**config.mk**
```make
export PLATFORM = sky130hd
export DESIGN_NAME = da2
export DESIGN_NICKNAME = d
export VERILOG_FILES = /design/src/rtl/da2_pkg.sv /design/src/rtl/da2_sclk_gen.sv /design/src/rtl/da2.sv
export SDC_FILE = /design/constraint.sdc
export NUM_CORES = 1
export LEC_CHECK = 0
export ABC_AREA = 1
export CORE_UTILIZATION = 45
export DETAILED_ROUTE_END_ITERATION = 8
export PLACE_DENSITY = 0.7
export REMOVE_ABC_BUFFERS = 1
export SLEW_MARGIN = 40
export SYNTH_ARGS = -nofsm -noshare
export SYNTH_HDL_FRONTEND = slang
export SYNTH_SLANG_ARGS = --single-unit
```
**constraint.sdc**
```tcl
create_clock -name clk -period 3.3 [get_ports clk]
set_input_delay 0.99 -clock clk [delete_from_list [all_inputs] [get_ports clk]]
set_output_delay 0.99 -clock clk [all_outputs]
set_load 0.005 [all_outputs]
```
**src/rtl/da2_pkg.sv**
```systemverilog
// rtl/da2_pkg.sv - shared types and constants for the Pmod DA2 driver
package da2_pkg;

   typedef enum logic [1:0] {
      IDLE  = 2'd0,
      SHIFT = 2'd1,
      GAP   = 2'd2
   } state_t;

   localparam int FRAME_BITS = 16;
   localparam int DATA_BITS  = 12;

   localparam logic [1:0] MODE_NORMAL = 2'b00;
   localparam logic [1:0] MODE_1K     = 2'b01;
   localparam logic [1:0] MODE_100K   = 2'b10;
   localparam logic [1:0] MODE_HIZ    = 2'b11;

   // DAC121S101 write word: two don't-care zeros, power-down bits, sample
   function automatic logic [FRAME_BITS-1:0] build_frame(
      input logic [1:0]           mode,
      input logic [DATA_BITS-1:0] data
   );
      return {2'b00, mode, data};
   endfunction

endpackage

```
**src/rtl/da2_sclk_gen.sv**
```systemverilog
// rtl/da2_sclk_gen.sv - SCLK half-period divider with edge strobes
module da2_sclk_gen #(
   parameter int CLK_DIV = 4
) (
   input  logic clk,
   input  logic rst,
   input  logic clear,
   input  logic run,
   output logic sclk,
   output logic fall_stb,
   output logic rise_stb
);

   localparam int CNT_W = $clog2(CLK_DIV);
   localparam logic [CNT_W-1:0] CNT_LAST = CNT_W'(CLK_DIV - 1);

   logic [CNT_W-1:0] cnt_q, cnt_d;
   logic             sclk_q, sclk_d;
   logic             wrap;

   always_comb begin
      cnt_d  = cnt_q;
      sclk_d = sclk_q;
      wrap   = run && !clear && (cnt_q == CNT_LAST);
      if (clear) begin
         cnt_d  = '0;
         sclk_d = 1'b1;
      end else if (run) begin
         if (wrap) begin
            cnt_d  = '0;
            sclk_d = ~sclk_q;
         end else begin
            cnt_d = cnt_q + 1'b1;
         end
      end
   end

   always_ff @(posedge clk or negedge rst) begin
      if (!rst) begin
         cnt_q  <= '0;
         sclk_q <= 1'b1;
      end else begin
         cnt_q  <= cnt_d;
         sclk_q <= sclk_d;
      end
   end

   // strobes flag the cycle whose clock edge makes the SCLK transition
   assign sclk     = sclk_q;
   assign fall_stb = wrap &&  sclk_q;
   assign rise_stb = wrap && !sclk_q;

endmodule

```
**src/rtl/da2.sv**
```systemverilog
// rtl/da2.sv - Pmod DA2 driver: one write request yields one dual-channel DAC frame
module da2
   import da2_pkg::*;
#(
   parameter int CLK_DIV = 4
) (
   input  logic        clk,
   input  logic        rst,
   input  logic        write,
   input  logic [11:0] data_a,
   input  logic [11:0] data_b,
   input  logic [1:0]  mode,
   output logic        SPI_SCLK,
   output logic        SYNC,
   output logic        DINA,
   output logic        DINB,
   output logic        busy,
   output logic        done
);

   localparam int GAP_W = $clog2(CLK_DIV);
   localparam logic [GAP_W-1:0] GAP_LAST = GAP_W'(CLK_DIV - 1);
   localparam logic [4:0]       BIT_LAST = 5'(FRAME_BITS);

   state_t                  state_q, state_d;
   logic [FRAME_BITS-1:0]   sh_a_q, sh_a_d;
   logic [FRAME_BITS-1:0]   sh_b_q, sh_b_d;
   logic [4:0]              bit_cnt_q, bit_cnt_d;
   logic [GAP_W-1:0]        gap_cnt_q, gap_cnt_d;

   logic sclk, fall_stb, rise_stb;
   logic in_shift;

   assign in_shift = (state_q == SHIFT);

   da2_sclk_gen #(.CLK_DIV(CLK_DIV)) u_sclk_gen (
      .clk      (clk),
      .rst      (rst),
      .clear    (!in_shift),
      .run      (in_shift),
      .sclk     (sclk),
      .fall_stb (fall_stb),
      .rise_stb (rise_stb)
   );

   always_comb begin
      state_d   = state_q;
      sh_a_d    = sh_a_q;
      sh_b_d    = sh_b_q;
      bit_cnt_d = bit_cnt_q;
      gap_cnt_d = gap_cnt_q;
      case (state_q)
         IDLE: begin
            if (write) begin
               state_d   = SHIFT;
               sh_a_d    = build_frame(mode, data_a);
               sh_b_d    = build_frame(mode, data_b);
               bit_cnt_d = '0;
            end
         end
         SHIFT: begin
            if (fall_stb) begin
               bit_cnt_d = bit_cnt_q + 1'b1;
            end
            // the rise after the 16th fall closes the frame instead of shifting
            if (rise_stb) begin
               if (bit_cnt_q == BIT_LAST) begin
                  state_d   = GAP;
                  gap_cnt_d = '0;
                  sh_a_d    = '0;
                  sh_b_d    = '0;
               end else begin
                  sh_a_d = {sh_a_q[FRAME_BITS-2:0], 1'b0};
                  sh_b_d = {sh_b_q[FRAME_BITS-2:0], 1'b0};
               end
            end
         end
         GAP: begin
            if (gap_cnt_q == GAP_LAST) begin
               state_d = IDLE;
            end else begin
               gap_cnt_d = gap_cnt_q + 1'b1;
            end
         end
         default: begin
            state_d = IDLE;
         end
      endcase
   end

   always_ff @(posedge clk or negedge rst) begin
      if (!rst) begin
         state_q   <= IDLE;
         sh_a_q    <= '0;
         sh_b_q    <= '0;
         bit_cnt_q <= '0;
         gap_cnt_q <= '0;
      end else begin
         state_q   <= state_d;
         sh_a_q    <= sh_a_d;
         sh_b_q    <= sh_b_d;
         bit_cnt_q <= bit_cnt_d;
         gap_cnt_q <= gap_cnt_d;
      end
   end

   assign SPI_SCLK = sclk;
   assign SYNC     = !in_shift;
   assign DINA     = in_shift && sh_a_q[FRAME_BITS-1];
   assign DINB     = in_shift && sh_b_q[FRAME_BITS-1];
   assign busy     = (state_q != IDLE);
   assign done     = (state_q == GAP) && (gap_cnt_q == GAP_LAST);

endmodule

```
# After elaboration in Yosys (flattened, before gate mapping)
# Index checks and enable logic that the tools add are counted.
[op_classes] n_addsub=3 n_eq_ne=12 muxes=24 n_bitwise=1 n_reduce_logical=16
[ops] operator="$mux W16" n=6
[ops] operator="$pmux W16 S2" n=2
[ops] operator="$mux W2" n=9
[ops] operator="$mux W5" n=2
[ops] operator="$ne A2 B2 Y1 const B" n=5
[ops] operator="$pmux W5 S2" n=1
[ops] operator="$reduce_and A4 Y1" n=2
[ops] operator="$eq A2 B2 Y1 const B" n=3
[ops] operator="$logic_and A1 B1 Y1" n=6
[ops] operator="$pmux W2 S3" n=1
[ops] operator="$reduce_and A3 Y1" n=2
[ops] operator="$reduce_bool A2 Y1" n=3
[ops] operator="$add A5 B1 Y5 const B" n=1
[ops] operator="$eq A5 B5 Y1 const B" n=1
[ops] operator="$add A2 B1 Y2 const B" n=2
[ops] operator="$ne A2 B1 Y1 const B" n=2
[ops] operator="$pmux W2 S2" n=1
[ops] operator="$eq A2 B1 Y1 const B" n=1
[ops] operator="$logic_not A1 Y1" n=2
[ops] operator="$logic_not A2 Y1" n=1
[ops] operator="$mux W1" n=2
[ops] operator="$not A1 Y1" n=1
[totals] ff_bits=44 in_bits=29 output_inout_bits=6 wordCells=63

# Logic depth before layout (Yosys ltp)
[logic_depth] depth_word=5 ltp_mapped=10 depth_no_buf=9

# By module
# A second synthesis with hierarchy kept.
[unflattened] hier_cells=318 area_unflattened_um2=2314.7
[modules_own_cells] module="da2" instances=1 cells_each=295 area_per_inst_um2=2148.3 seq_area_each_um2=1026.0
[modules_own_cells] module="da2_sclk_gen" instances=1 cells_each=23 area_per_inst_um2=166.4 seq_area_each_um2=76.3

# Least setup slack after synthesis
# Ideal clock, no wire load.
[synth_path] path_kind="register to output" startpoint="register state_q[1]" endpoint="output DINA" t_arrival_ns=0.833 required_time_ns=2.310 setup_slack_ns=1.477 path_stages_with_launch=5 path_buffers=1 cell_sequence="dfrtp_1 > inv_2 > nand2_4 > buf_2 > nor2_1"
[synth_via] elab_chain_cells=2
[synth_lines] item="start, declared" line="da2.sv:25" source="state_t state_q, state_d;"
[synth_lines] item="start signal, assigned" line="da2.sv:99" source="state_q <= state_d;"
[synth_lines] item="$eq A2 B1 Y1" line="da2.sv:34" source="assign in_shift = (state_q == SHIFT);"
[synth_lines] item="$logic_and A1 B1 Y1" line="da2.sv:109" source="assign DINA = in_shift && sh_a_q[FRAME_BITS-1];"
[synth_lines] item="end, declared" line="da2.sv:15" source="output logic DINA,"
# No other way between the ends.

# Worst setup path after layout
[layout_path] startpoint="register state_q[1]" endpoint="output DINB"
[layout_via] elab_chain_cells=2
[layout_lines] item="$eq A2 B1 Y1" line="da2.sv:34"
[layout_lines] item="$logic_and A1 B1 Y1" line="da2.sv:110" source="assign DINB = in_shift && sh_b_q[FRAME_BITS-1];"
[layout_lines] item="end, declared" line="da2.sv:16" source="output logic DINB,"
# No other way between the ends.

==> metrics.txt <==
Port Buffer Count=34; synthesized-area fraction occupied by xor and xnor cells=0.770%; async set or reset register ratio after synthesis=between 90% and 100%; synthesis-stage register bit count=between 40 and 50; count of pins on the block boundary=35; first-pass GRT wire length=8140 µm; global route total overflow=0; multiplexer area fraction after synthesis=0%; fraction of layout instances using a drive strength above 1=5.64%; standard-cell row count=25; simple-gate share of the synthesized area=38.8%; required time at the endpoint of the critical path=2.31 ns; Total Die Area=0.00534 mm²; depth of the most critical reg-to-reg path=8; initial antenna violation count=0; average wire length per cell after detail routing=11.5 µm; Syn Std Cell Area=0.00227 mm²; number of hold-repair buffers added at the cts stage=0; Worst Hold Slack=0.477 ns; run status=finished clean; Synth Area in Compound Gates=2.53%; synthesis-to-layout area growth=21.0%; effective utilization at floorplan=roughly 48%; power density of the placed cells=just under 400 mW/mm²; die outline height=73.1 µm; total DRC errors in the routed layout=0; final count of hold timing violations=0; vias after detailed routing=approximately 1,900; Design Power=1.06 mW; clock buffer depth=2; category of the critical setup timing path=flip-flop to output pin; H-tree levels=2; number of instances in the synthesized netlist=308; final setup slack of the worst path=0.672 ns; largest area contributor in the synthesized netlist=sky130_fd_sc_hd__dfrtp_1; post-placement worst setup slack=0.813 ns; Max Clock Skew=0.00440 ns; Resized Gates After CTS=0; critical path launch point type=flip-flop; data arrival time of the critical path=1.64 ns; Worst Path Max Fanout=24; Max-slew headroom=between 50% and 60%; number of cells traversed by the worst hold path=1; Netlist cell types=22; vias in the first global route=1,852; share of synthesized cell area in full adder, half adder and majority cells=2.20%; final-layout setup total negative slack=0 ns; total of max-cap violations=0; net count of the finished layout=370; main combinational cell family by area after synthesis=simple AND/OR/NAND/NOR gates; unrepaired setup endpoints after global routing=false; TritonCTS buffer count=5; Post-synth EDFFs=0; post-DR vias/cell=4.81; highest clock rate=380 MHz; final count of negative-setup-slack endpoints=0; total routing resource utilization after global routing=20.0%; number of warning messages in the yosys log=0; Die W=73.1 µm; final routed wirelength across all metal layers=around 4700 µm; Avg Cell Area, Syn=7.39 µm²; Post-CTS Setup Inserts=0; clock tree from TritonCTS=yes; crit share post-route=79.6%; path category of the worst min-delay check=flip-flop to flip-flop; clk sinks=44; iteration count of the initial detailed-routing pass=5; total half-perimeter wirelength after legalization and detailed placement=2930 µm; cell with the most instances after synthesis=sky130_fd_sc_hd__nand2_1; Pins Over Slew Limit=0; maximum number of pins on one net before global-route repair=between 40 and 50; routability congestion estimate=0.747; top cells by instance count after synthesis=sky130_fd_sc_hd__nand2_1 (161), sky130_fd_sc_hd__dfrtp_1 (43), sky130_fd_sc_hd__nand3_1 (33); Post-Place Cells=397; number of DRC violations after detailed-routing iteration 0=111; Leak=1.48 nW; total inserted antenna cells=0; actual transition at the worst max-transition pin=0.636 ns; core area=roughly 0.0048 mm²; main flop type after synthesis=sky130_fd_sc_hd__dfrtp_1; fraction of the yosys area taken by sequential cells=48.5%; type of destination of the critical path=output pin; Period minus WS final=2.63 ns; remaining antenna violation count after routing=0; latest clock arrival within the worst-skew pair=0.29 ns; synth top area cells=sky130_fd_sc_hd__dfrtp_1 (47%), sky130_fd_sc_hd__nand2_1 (27%), sky130_fd_sc_hd__nand3_1 (7.3%); clock-pin transition on the worst setup and hold timing paths=0.08 ns; number of standard cells in the final layout excluding fillers=404; cell at the root of the clock tree=sky130_fd_sc_hd__clkbuf_8; proportion of netlist area held by the largest area contributor=between 40% and 50%; worst ir drop on vdd=around 0.26 mV
## path summary, 6_finish.rpt
kind                                                from                            end  slack [ns]
max in group asynchronous                            rst         sh_b_q[12]$_DFFE_PN0P_        2.24
min                        u_sclk_gen.cnt_q[0]$_DFF_PN0_  u_sclk_gen.cnt_q[0]$_DFF_PN0_        0.48
max reg2reg                       state_q[1]$_DFFE_PN0P_         sh_b_q[15]$_DFFE_PN0P_        1.08
min reg2reg                u_sclk_gen.cnt_q[0]$_DFF_PN0_  u_sclk_gen.cnt_q[0]$_DFF_PN0_        0.48
min in group asynchronous                            rst       gap_cnt_q[0]$_DFFE_PN0P_        0.68
max                               state_q[1]$_DFFE_PN0P_                           DINB        0.67
## flip-flops by register name (all words and copies together) (netlist names)
name	flops
sh_b_q	16
gap_cnt_q	2
u_sclk_gen.cnt_q	2
u_sclk_gen.sclk	1
state_q	2
sh_a_q	16
bit_cnt_q	5
## stage by stage
step                      util, %  area (µm²)
after floorplan                 -        2180
after global placement       54.7        2620
after detailed placement     54.8        2620
after CTS                    57.5        2750
after global routing         57.5        2750
final                        57.5        2750
## critical path: stages, from the launching register on
cell and delay, ns:
sky130_fd_sc_hd__dfrtp_1 0.42, sky130_fd_sc_hd__inv_2 0.11, sky130_fd_sc_hd__nand2_4 0.16, sky130_fd_sc_hd__nor2_1 0.14, sky130_fd_sc_hd__clkdlybuf4s50_1 0.51
## power by group
group / leakage (nW) / total (mW) / switching (mW) / internal, mW
logic: 0.814 / 0.0431 / 0.0147 / 0.0284
clock network: 0.0642 / 0.480 / 0.182 / 0.298
registers: 0.597 / 0.539 / 0 / 0.539
total: 1.48 / 1.06 / 0.197 / 0.865
## kinds of logic after synthesis
kind of cell,after synthesis
adders and majority gates,4
AOI/OAI and AO/OA,11
and+or+nand+nor,214
buffers and inverters,33
DFF,44
xor gates and xnor gates,2
## cell type report
type	count	area (µm²)
fillers	459	2030
flip-flops and latches	44	1100
multi-input cells	231	1010
repair buffers	37	360
well taps	67	83.8
clock buffers	5	68.8
inverters	18	67.6
clock inverters	2	60.1
## placed cells by master (no fill, tap or decap)
master and count:
sky130_fd_sc_hd__inv_1 15, sky130_fd_sc_hd__nand2_1 161, sky130_fd_sc_hd__a21oi_1 1, sky130_fd_sc_hd__nand2_4 2, sky130_fd_sc_hd__dfstp_2 1, sky130_fd_sc_hd__dfrtp_1 43
sky130_fd_sc_hd__clkbuf_8 5, sky130_fd_sc_hd__nand3_1 33, sky130_fd_sc_hd__o211ai_1 1, sky130_fd_sc_hd__ha_1 4, sky130_fd_sc_hd__nand3_2 1, sky130_fd_sc_hd__bufinv_16 2
sky130_fd_sc_hd__nand4_1 2, sky130_fd_sc_hd__xor2_1 2, sky130_fd_sc_hd__clkdlybuf4s50_1 33, sky130_fd_sc_hd__nor2_4 1, sky130_fd_sc_hd__nor2_1 12, sky130_fd_sc_hd__inv_2 3
sky130_fd_sc_hd__nor3b_1 1, sky130_fd_sc_hd__o21ai_0 9, sky130_fd_sc_hd__buf_4 4, sky130_fd_sc_hd__nor3_1 1
## layer usage
metal,vias to the layer above,share of wire [%],GRT usage [%]
li1,1008,-,-
met1,883,48,26.1
met2,46,46,32.7
met3,7,4.2,3.87
met4,0,1.7,7.84
met5,-,0,0
Note: power is estimated with default switching activity, not from simulation.
